`config.mk`:
```
export PLATFORM = sky130hd
export DESIGN_NAME = aq_fdsu_double_ctrl
export DESIGN_NICKNAME = d
export VERILOG_FILES = /design/src/rtl/aq_fdsu_ctrl_pkg.sv /design/src/rtl/aq_fdsu_iter_cnt.sv /design/src/rtl/aq_fdsu_double_ctrl.sv
export SDC_FILE = /design/constraint.sdc
export NUM_CORES = 1
export LEC_CHECK = 0
export ABC_AREA = 1
export BUFFER_PORTS_ARGS = -buffer_cell sky130_fd_sc_hd__buf_4
export CAP_MARGIN = 20
export CORE_MARGIN = 8
export CORE_UTILIZATION = 50
export CTS_BUF_LIST = sky130_fd_sc_hd__clkbuf_4 sky130_fd_sc_hd__clkbuf_8
export DETAILED_ROUTE_END_ITERATION = 6
export PLACE_DENSITY = 0.85
export SYNTH_ARGS = -nofsm -noshare
export SYNTH_HDL_FRONTEND = slang
export SYNTH_SLANG_ARGS = --single-unit
```
`constraint.sdc`:
```
create_clock -name forever_cpuclk -period 1.4 [get_ports forever_cpuclk]
set_input_delay 0 -clock forever_cpuclk [delete_from_list [all_inputs] [get_ports forever_cpuclk]]
set_output_delay 0 -clock forever_cpuclk [all_outputs]
set_load 0.02 [all_outputs]
```
`src/rtl/aq_fdsu_ctrl_pkg.sv`:
```
// Shared types and defaults for the FDSU divide/sqrt sequencer.
package aq_fdsu_ctrl_pkg;

    localparam int unsigned ITER_DBL_DEF = 28;
    localparam int unsigned ITER_SGL_DEF = 13;
    localparam int unsigned CNT_W_DEF    = 5;

    typedef enum logic [2:0] {
        StIdle  = 3'd0,
        StDnNeg = 3'd1,
        StEx1   = 3'd2,
        StEx2   = 3'd3,
        StEx3   = 3'd4,
        StEx4   = 3'd5
    } fdsu_state_e;

endpackage

```
`src/rtl/aq_fdsu_iter_cnt.sv`:
```
// SRT iteration counter: load at EX1 pipedown, count down through EX2, clear on flush.
module aq_fdsu_iter_cnt
    import aq_fdsu_ctrl_pkg::*;
#(
    parameter int unsigned CNT_W = CNT_W_DEF
) (
    input  logic             clk,
    input  logic             rst,
    input  logic             clr,
    input  logic             load,
    input  logic [CNT_W-1:0] load_val,
    input  logic             dec,
    output logic [CNT_W-1:0] cnt,
    output logic             last,
    output logic             first
);

    logic [CNT_W-1:0] cnt_q;
    logic             first_q;

    always_ff @(posedge clk) begin
        if (rst || clr) begin
            cnt_q   <= '0;
            first_q <= 1'b0;
        end else if (load) begin
            cnt_q   <= load_val;
            first_q <= 1'b1;
        end else begin
            first_q <= 1'b0;
            // Saturate at zero so a stray decrement cannot wrap.
            if (dec && (cnt_q != '0)) begin
                cnt_q <= cnt_q - CNT_W'(1);
            end
        end
    end

    assign cnt   = cnt_q;
    assign last  = (cnt_q == CNT_W'(1));
    assign first = first_q;

endmodule

```
`src/rtl/aq_fdsu_double_ctrl.sv`:
```
// FDSU double-precision divide/sqrt pipeline sequencer (one op in flight).
// Optional FDSU_EARLY_FINISH_EN: special results bypass the SRT loop (EX1 -> EX3).
module aq_fdsu_double_ctrl
    import aq_fdsu_ctrl_pkg::*;
#(
    parameter int unsigned ITER_DBL = ITER_DBL_DEF,
    parameter int unsigned ITER_SGL = ITER_SGL_DEF,
    parameter int unsigned CNT_W    = CNT_W_DEF
) (
    input  logic             forever_cpuclk,
    input  logic             cpurst,
    input  logic             idu_fdsu_ex1_sel,
    input  logic             idu_fdsu_ex1_double,
    input  logic             fdsu_ex1_op0_denorm,
    input  logic             fdsu_ex1_special,
    input  logic             ctrl_xx_flush,
    input  logic             rtu_fdsu_wb_grant,
    output logic             fdsu_idu_busy,
    output logic             fdsu_ex1_save_op0,
    output logic             fdsu_save_op0_neg_expnt,
    output logic             ex1_pipedown,
    output logic             ex2_pipedown,
    output logic             ex3_pipedown,
    output logic             fdsu_srt_first,
    output logic [CNT_W-1:0] fdsu_srt_cnt,
    output logic             expnt_rst_clk_en,
    output logic             ex1_pipe_clk_en,
    output logic             ex2_pipe_clk_en,
    output logic             fdsu_rtu_wb_req
);

    fdsu_state_e state_q, state_d;

    logic             save_op0, save_neg, ex1_pd, ex2_pd, ex3_pd, srt_first, wb_req;
    logic             cnt_load, cnt_dec, cnt_last, cnt_first, early_fin, start;
    logic [CNT_W-1:0] cnt, cnt_init;

    assign cnt_init = idu_fdsu_ex1_double ? CNT_W'(ITER_DBL) : CNT_W'(ITER_SGL);

`ifdef FDSU_EARLY_FINISH_EN
    assign early_fin = fdsu_ex1_special;
`else
    assign early_fin = 1'b0;
`endif

    assign start = idu_fdsu_ex1_sel && (state_q == StIdle) && !ctrl_xx_flush;

    always_ff @(posedge forever_cpuclk) begin
        if (cpurst) begin
            state_q <= StIdle;
        end else begin
            state_q <= state_d;
        end
    end

    always_comb begin
        state_d   = state_q;
        save_op0  = 1'b0;
        save_neg  = 1'b0;
        ex1_pd    = 1'b0;
        ex2_pd    = 1'b0;
        ex3_pd    = 1'b0;
        srt_first = 1'b0;
        wb_req    = 1'b0;
        cnt_load  = 1'b0;
        cnt_dec   = 1'b0;

        unique case (state_q)
            StIdle: begin
                if (idu_fdsu_ex1_sel) begin
                    if (fdsu_ex1_op0_denorm) begin
                        save_op0 = 1'b1;
                        state_d  = StDnNeg;
                    end else begin
                        ex1_pd   = 1'b1;
                        cnt_load = !early_fin;
                        state_d  = early_fin ? StEx3 : StEx2;
                    end
                end
            end
            StDnNeg: begin
                save_neg = 1'b1;
                state_d  = StEx1;
            end
            StEx1: begin
                ex1_pd   = 1'b1;
                cnt_load = !early_fin;
                state_d  = early_fin ? StEx3 : StEx2;
            end
            StEx2: begin
                cnt_dec   = 1'b1;
                srt_first = cnt_first;
                if (cnt_last) begin
                    ex2_pd  = 1'b1;
                    state_d = StEx3;
                end
            end
            StEx3: begin
                ex3_pd  = 1'b1;
                state_d = StEx4;
            end
            StEx4: begin
                wb_req = 1'b1;
                if (rtu_fdsu_wb_grant) begin
                    state_d = StIdle;
                end
            end
            default: state_d = StIdle;
        endcase

        // Flush kills everything this cycle, including a coincident start or grant.
        if (ctrl_xx_flush) begin
            state_d   = StIdle;
            save_op0  = 1'b0;
            save_neg  = 1'b0;
            ex1_pd    = 1'b0;
            ex2_pd    = 1'b0;
            ex3_pd    = 1'b0;
            srt_first = 1'b0;
            wb_req    = 1'b0;
            cnt_load  = 1'b0;
            cnt_dec   = 1'b0;
        end
    end

    aq_fdsu_iter_cnt #(
        .CNT_W (CNT_W)
    ) u_iter_cnt (
        .clk      (forever_cpuclk),
        .rst      (cpurst),
        .clr      (ctrl_xx_flush),
        .load     (cnt_load),
        .load_val (cnt_init),
        .dec      (cnt_dec),
        .cnt      (cnt),
        .last     (cnt_last),
        .first    (cnt_first)
    );

    // Reset is synchronous for state but masks every output in the same cycle.
    assign fdsu_idu_busy           = (state_q != StIdle) && !cpurst;
    assign fdsu_ex1_save_op0       = save_op0 && !cpurst;
    assign fdsu_save_op0_neg_expnt = save_neg && !cpurst;
    assign ex1_pipedown            = ex1_pd && !cpurst;
    assign ex2_pipedown            = ex2_pd && !cpurst;
    assign ex3_pipedown            = ex3_pd && !cpurst;
    assign fdsu_srt_first          = srt_first && !cpurst;
    assign fdsu_srt_cnt            = cpurst ? '0 : cnt;
    assign fdsu_rtu_wb_req         = wb_req && !cpurst;
    assign expnt_rst_clk_en        = (start || (state_q != StIdle)) && !ctrl_xx_flush && !cpurst;
    assign ex1_pipe_clk_en         = ex1_pipedown;
    assign ex2_pipe_clk_en         = ex2_pipedown;

    ex2_cnt_nonzero: assert property (@(posedge forever_cpuclk) disable iff (cpurst)
        (state_q == StEx2) |-> (cnt != '0));

endmodule

```
==> flow_summary_export.csv <==
group,metric,value,unit
drt,vias,884,
sta,worst_pin_slew,0.268,ns
final_layout,area_delta_synth_final,47.3,%
pwr,p_comb_share,27.4,%
final_layout,fill_cells,99,
drt,dr_wl_met3,228,µm
global_routing,antenna_found_initial,0,
clock_network,cts_tree,"yes",
logic_synthesis,synth_cells,113,
logic_synthesis,syn_area_per_cell,5.97,µm²
placed_design,place.gp.congestion,0.907,
pwr,swShare,32.5,%
sta,finalSetupViolations,0,
drt,route.met2.wl,1.09,mm
job,maxCapViolCount,0,
final_layout,final_area,993,µm²
global_routing,grt_pass1_vias,794,
sta,finalCriticalPeriod,1.38,ns
final_layout,diodes,0,
logic_synthesis,ys_ff_latch,9,
floorplan,num_rows,13,
outcome,status,"complete, no violations",
logic_synthesis,ys_types,23,
drt,vias_per_cell,5.46,
pwr,vdd_drop_max,0.000516,V
worst_setup_path,crit_type,"register to register",
logic_synthesis,synth_warnings,0,
global_routing,grt_overflow,0,
global_routing,grt_max_degree,10,
floorplan,start_util,52.5,%
worst_hold_path,min_path_type,"input pin to register",
sta,timing.fmax,726,MHz
final_layout,drive_above_1_share,40.8,%
final_layout,finish.utilization,77.3,%
drt,drtAntennaViolNets,0,
sta,final_hold_viol_count,0,
global_routing,grt_pass1_wl,3.45,mm
clock_network,clockRootBuffer,"clkbuf_4",
pwr,p_switching,0.227,mW
final_layout,layout_common_cells,"33 x buf_4, 27 x nand2_1, 19 x nor2_1, 13 x inv_1, 9 x nand3_1",
floorplan,die_h,52.7,µm
sta,finalCritPeriodShare,98.4,%
floorplan,coreArea,0.00128,mm²
pwr,p_per_area,704,mW/mm²
final_layout,final_common_cell,"buf_4",
logic_synthesis,yosysSeqAreaShare,26.7,%
clock_network,cts_buffer_depth,2,
sta,slew_headroom,82.1,%
floorplan,die_w,52.7,µm
drt,top_layer,"met4",
placed_design,io_buffers,22,
worst_setup_path,crit_path_start_kind,"register",
final_layout,fin_nets,158,
pwr,p_int,0.472,mW
clock_network,cts.sinks,9,
clock_network,clk_pin_slew,0.06,ns
pwr,power_frac_clock,32.8,%
final_layout,multi_input_area,432,µm²
logic_synthesis,synth_area,674,µm²
worst_setup_path,worstPathMaxFanout,3,
sta,fin_skew,0.000180,ns
floorplan,ios,24,
worst_setup_path,end_kind,"register",
logic_synthesis,synth.net_count,123,
pwr,power.total,0.700,mW
floorplan,dieArea,0.00278,mm²
worst_setup_path,crit_arrival,1.54,ns
sta,rsz0062_at_grt,"yes",
final_layout,seq_area,189,µm²
pwr,seq_power_share,39.7,%
placed_design,dpl_cell_area,855,µm²
drt,route.detailed.drc,0,
worst_setup_path,required,1.56,ns
pwr,p_leak,0.505,nW
drt,first_iter_violations,33,
sta,slew_violations,0,
drt,routed_wl,2.37,mm
drt,post_drt_wl_per_cell,14.6,µm
clock_network,cts_inserted_buffers,3,
drt,wl_met1,978,µm
drt,drt_pass1_iterations,4,
clock_network,clkLatencyLatePin,0.27,ns
placed_design,dp_hpwl,1.48,mm
clock_network,htree_levels,1,
global_routing,grt_usage,15.9,%
registers in the layout (all words and copies together) (netlist names):
register          count
state_q               3
u_iter_cnt.cnt        5
u_iter_cnt.first      1
critical path, stage by stage, from the launching register on:
cell and delay (ns):
dfxtp_2 0.37, inv_4 0.05, ha_4 0.15, inv_1 0.06, nor2_2 0.04, buf_4 0.13
buf_4 0.12, a21oi_2 0.13, nor2_1 0.08, nor2_1 0.09, nor2_1 0.04
cell usage after synthesis:
| master | n | area share [%] |
|---|---|---|
| a21oi_1 | 5 | 3.7 |
| nor2_4 | 1 | 1.7 |
| o21bai_1 | 1 | 1.1 |
| nand2_1 | 28 | 16 |
| nand3b_1 | 1 | 1.1 |
| buf_4 | 2 | 2.2 |
| inv_1 | 15 | 8.3 |
| buf_2 | 1 | 0.74 |
| nand3_1 | 9 | 6.7 |
| o21ai_1 | 2 | 1.5 |
| dfxtp_1 | 9 | 27 |
| nor2_1 | 20 | 11 |
| nor4_1 | 1 | 0.93 |
| nor2_2 | 2 | 1.9 |
| inv_2 | 2 | 1.1 |
| nand2_2 | 3 | 2.8 |
| nor3_2 | 1 | 1.5 |
| o21ai_0 | 2 | 1.5 |
| nor3_1 | 3 | 2.2 |
| ha_1 | 2 | 3.7 |
| buf_6 | 1 | 1.7 |
| xnor2_1 | 1 | 1.3 |
| nand4_1 | 1 | 0.93 |
timing repair:
action / CTS / global route
pin swaps: 4 / 3
gates resized for setup: 6 / 10
hold endpoints to repair: 1 / 0
endpoints found under the setup margin: 5 / 11
hold buffers: 1 / 0
buffers inserted: 6 / 2
final timing paths:
path	from	end	slack (ns)	depth (start not counted)
worst max-delay path	u_iter_cnt.cnt[1]	state_q[2]	0.02	10
worst min-delay path	ctrl_xx_flush	u_iter_cnt.cnt[4]	0.05	4
worst max register to register	u_iter_cnt.cnt[1]	state_q[2]	0.02	10
worst min register to register	u_iter_cnt.cnt[2]	u_iter_cnt.cnt[2]	0.54	2
cell type report:
class                      count  share of cell area, %
sequential                     9                   19.0
tap                           15                   1.89
inverter                      17                   6.68
multi-input combinational     83                   43.5
clock buffer                   4                   3.02
timing repair buffer          34                   25.9
power by group through the flow:
stage | clock network [mW] | logic [mW] | registers, mW
final | 0.230 | 0.192 | 0.278
after floorplan | 0 | 0.112 | 0.281
after CTS | 0.225 | 0.178 | 0.278
after global routing | 0.251 | 0.210 | 0.279
after global placement | 0 | 0.158 | 0.282
after detailed placement | 0 | 0.163 | 0.282
routing by layer:
layer | up-vias | track usage (%)
met2 | 50 | 25.5
met4 | 0 | 6.47
met5 | - | 0
met3 | 10 | 3.69
met1 | 406 | 19.7
li1 | 418 | -
stage by stage:
step	setup TNS [ns]	hold slack, ns	instances	setup WS [ns]
floorplan	0	0.154	113	0.0622
global placement	0	0.272	149	0.0964
detailed placement	0	0.282	149	0.0163
CTS	0	0.0455	160	0.00723
global route	-0.215	0.0510	162	-0.0485
finish	0	0.0461	162	0.0228
cell families after synthesis:
group,count (synthesis),synth area share (%)
XOR/XNOR,1,1.30
buffers and inverters,21,14.1
flip-flops,9,26.7
AO/OA/AOI/OAI,10,7.79
AND/OR/NAND/NOR,70,46.4
adder cells (fa/ha/maj),2,3.71
No activity file was read; power rests on OpenSTA's default activity.
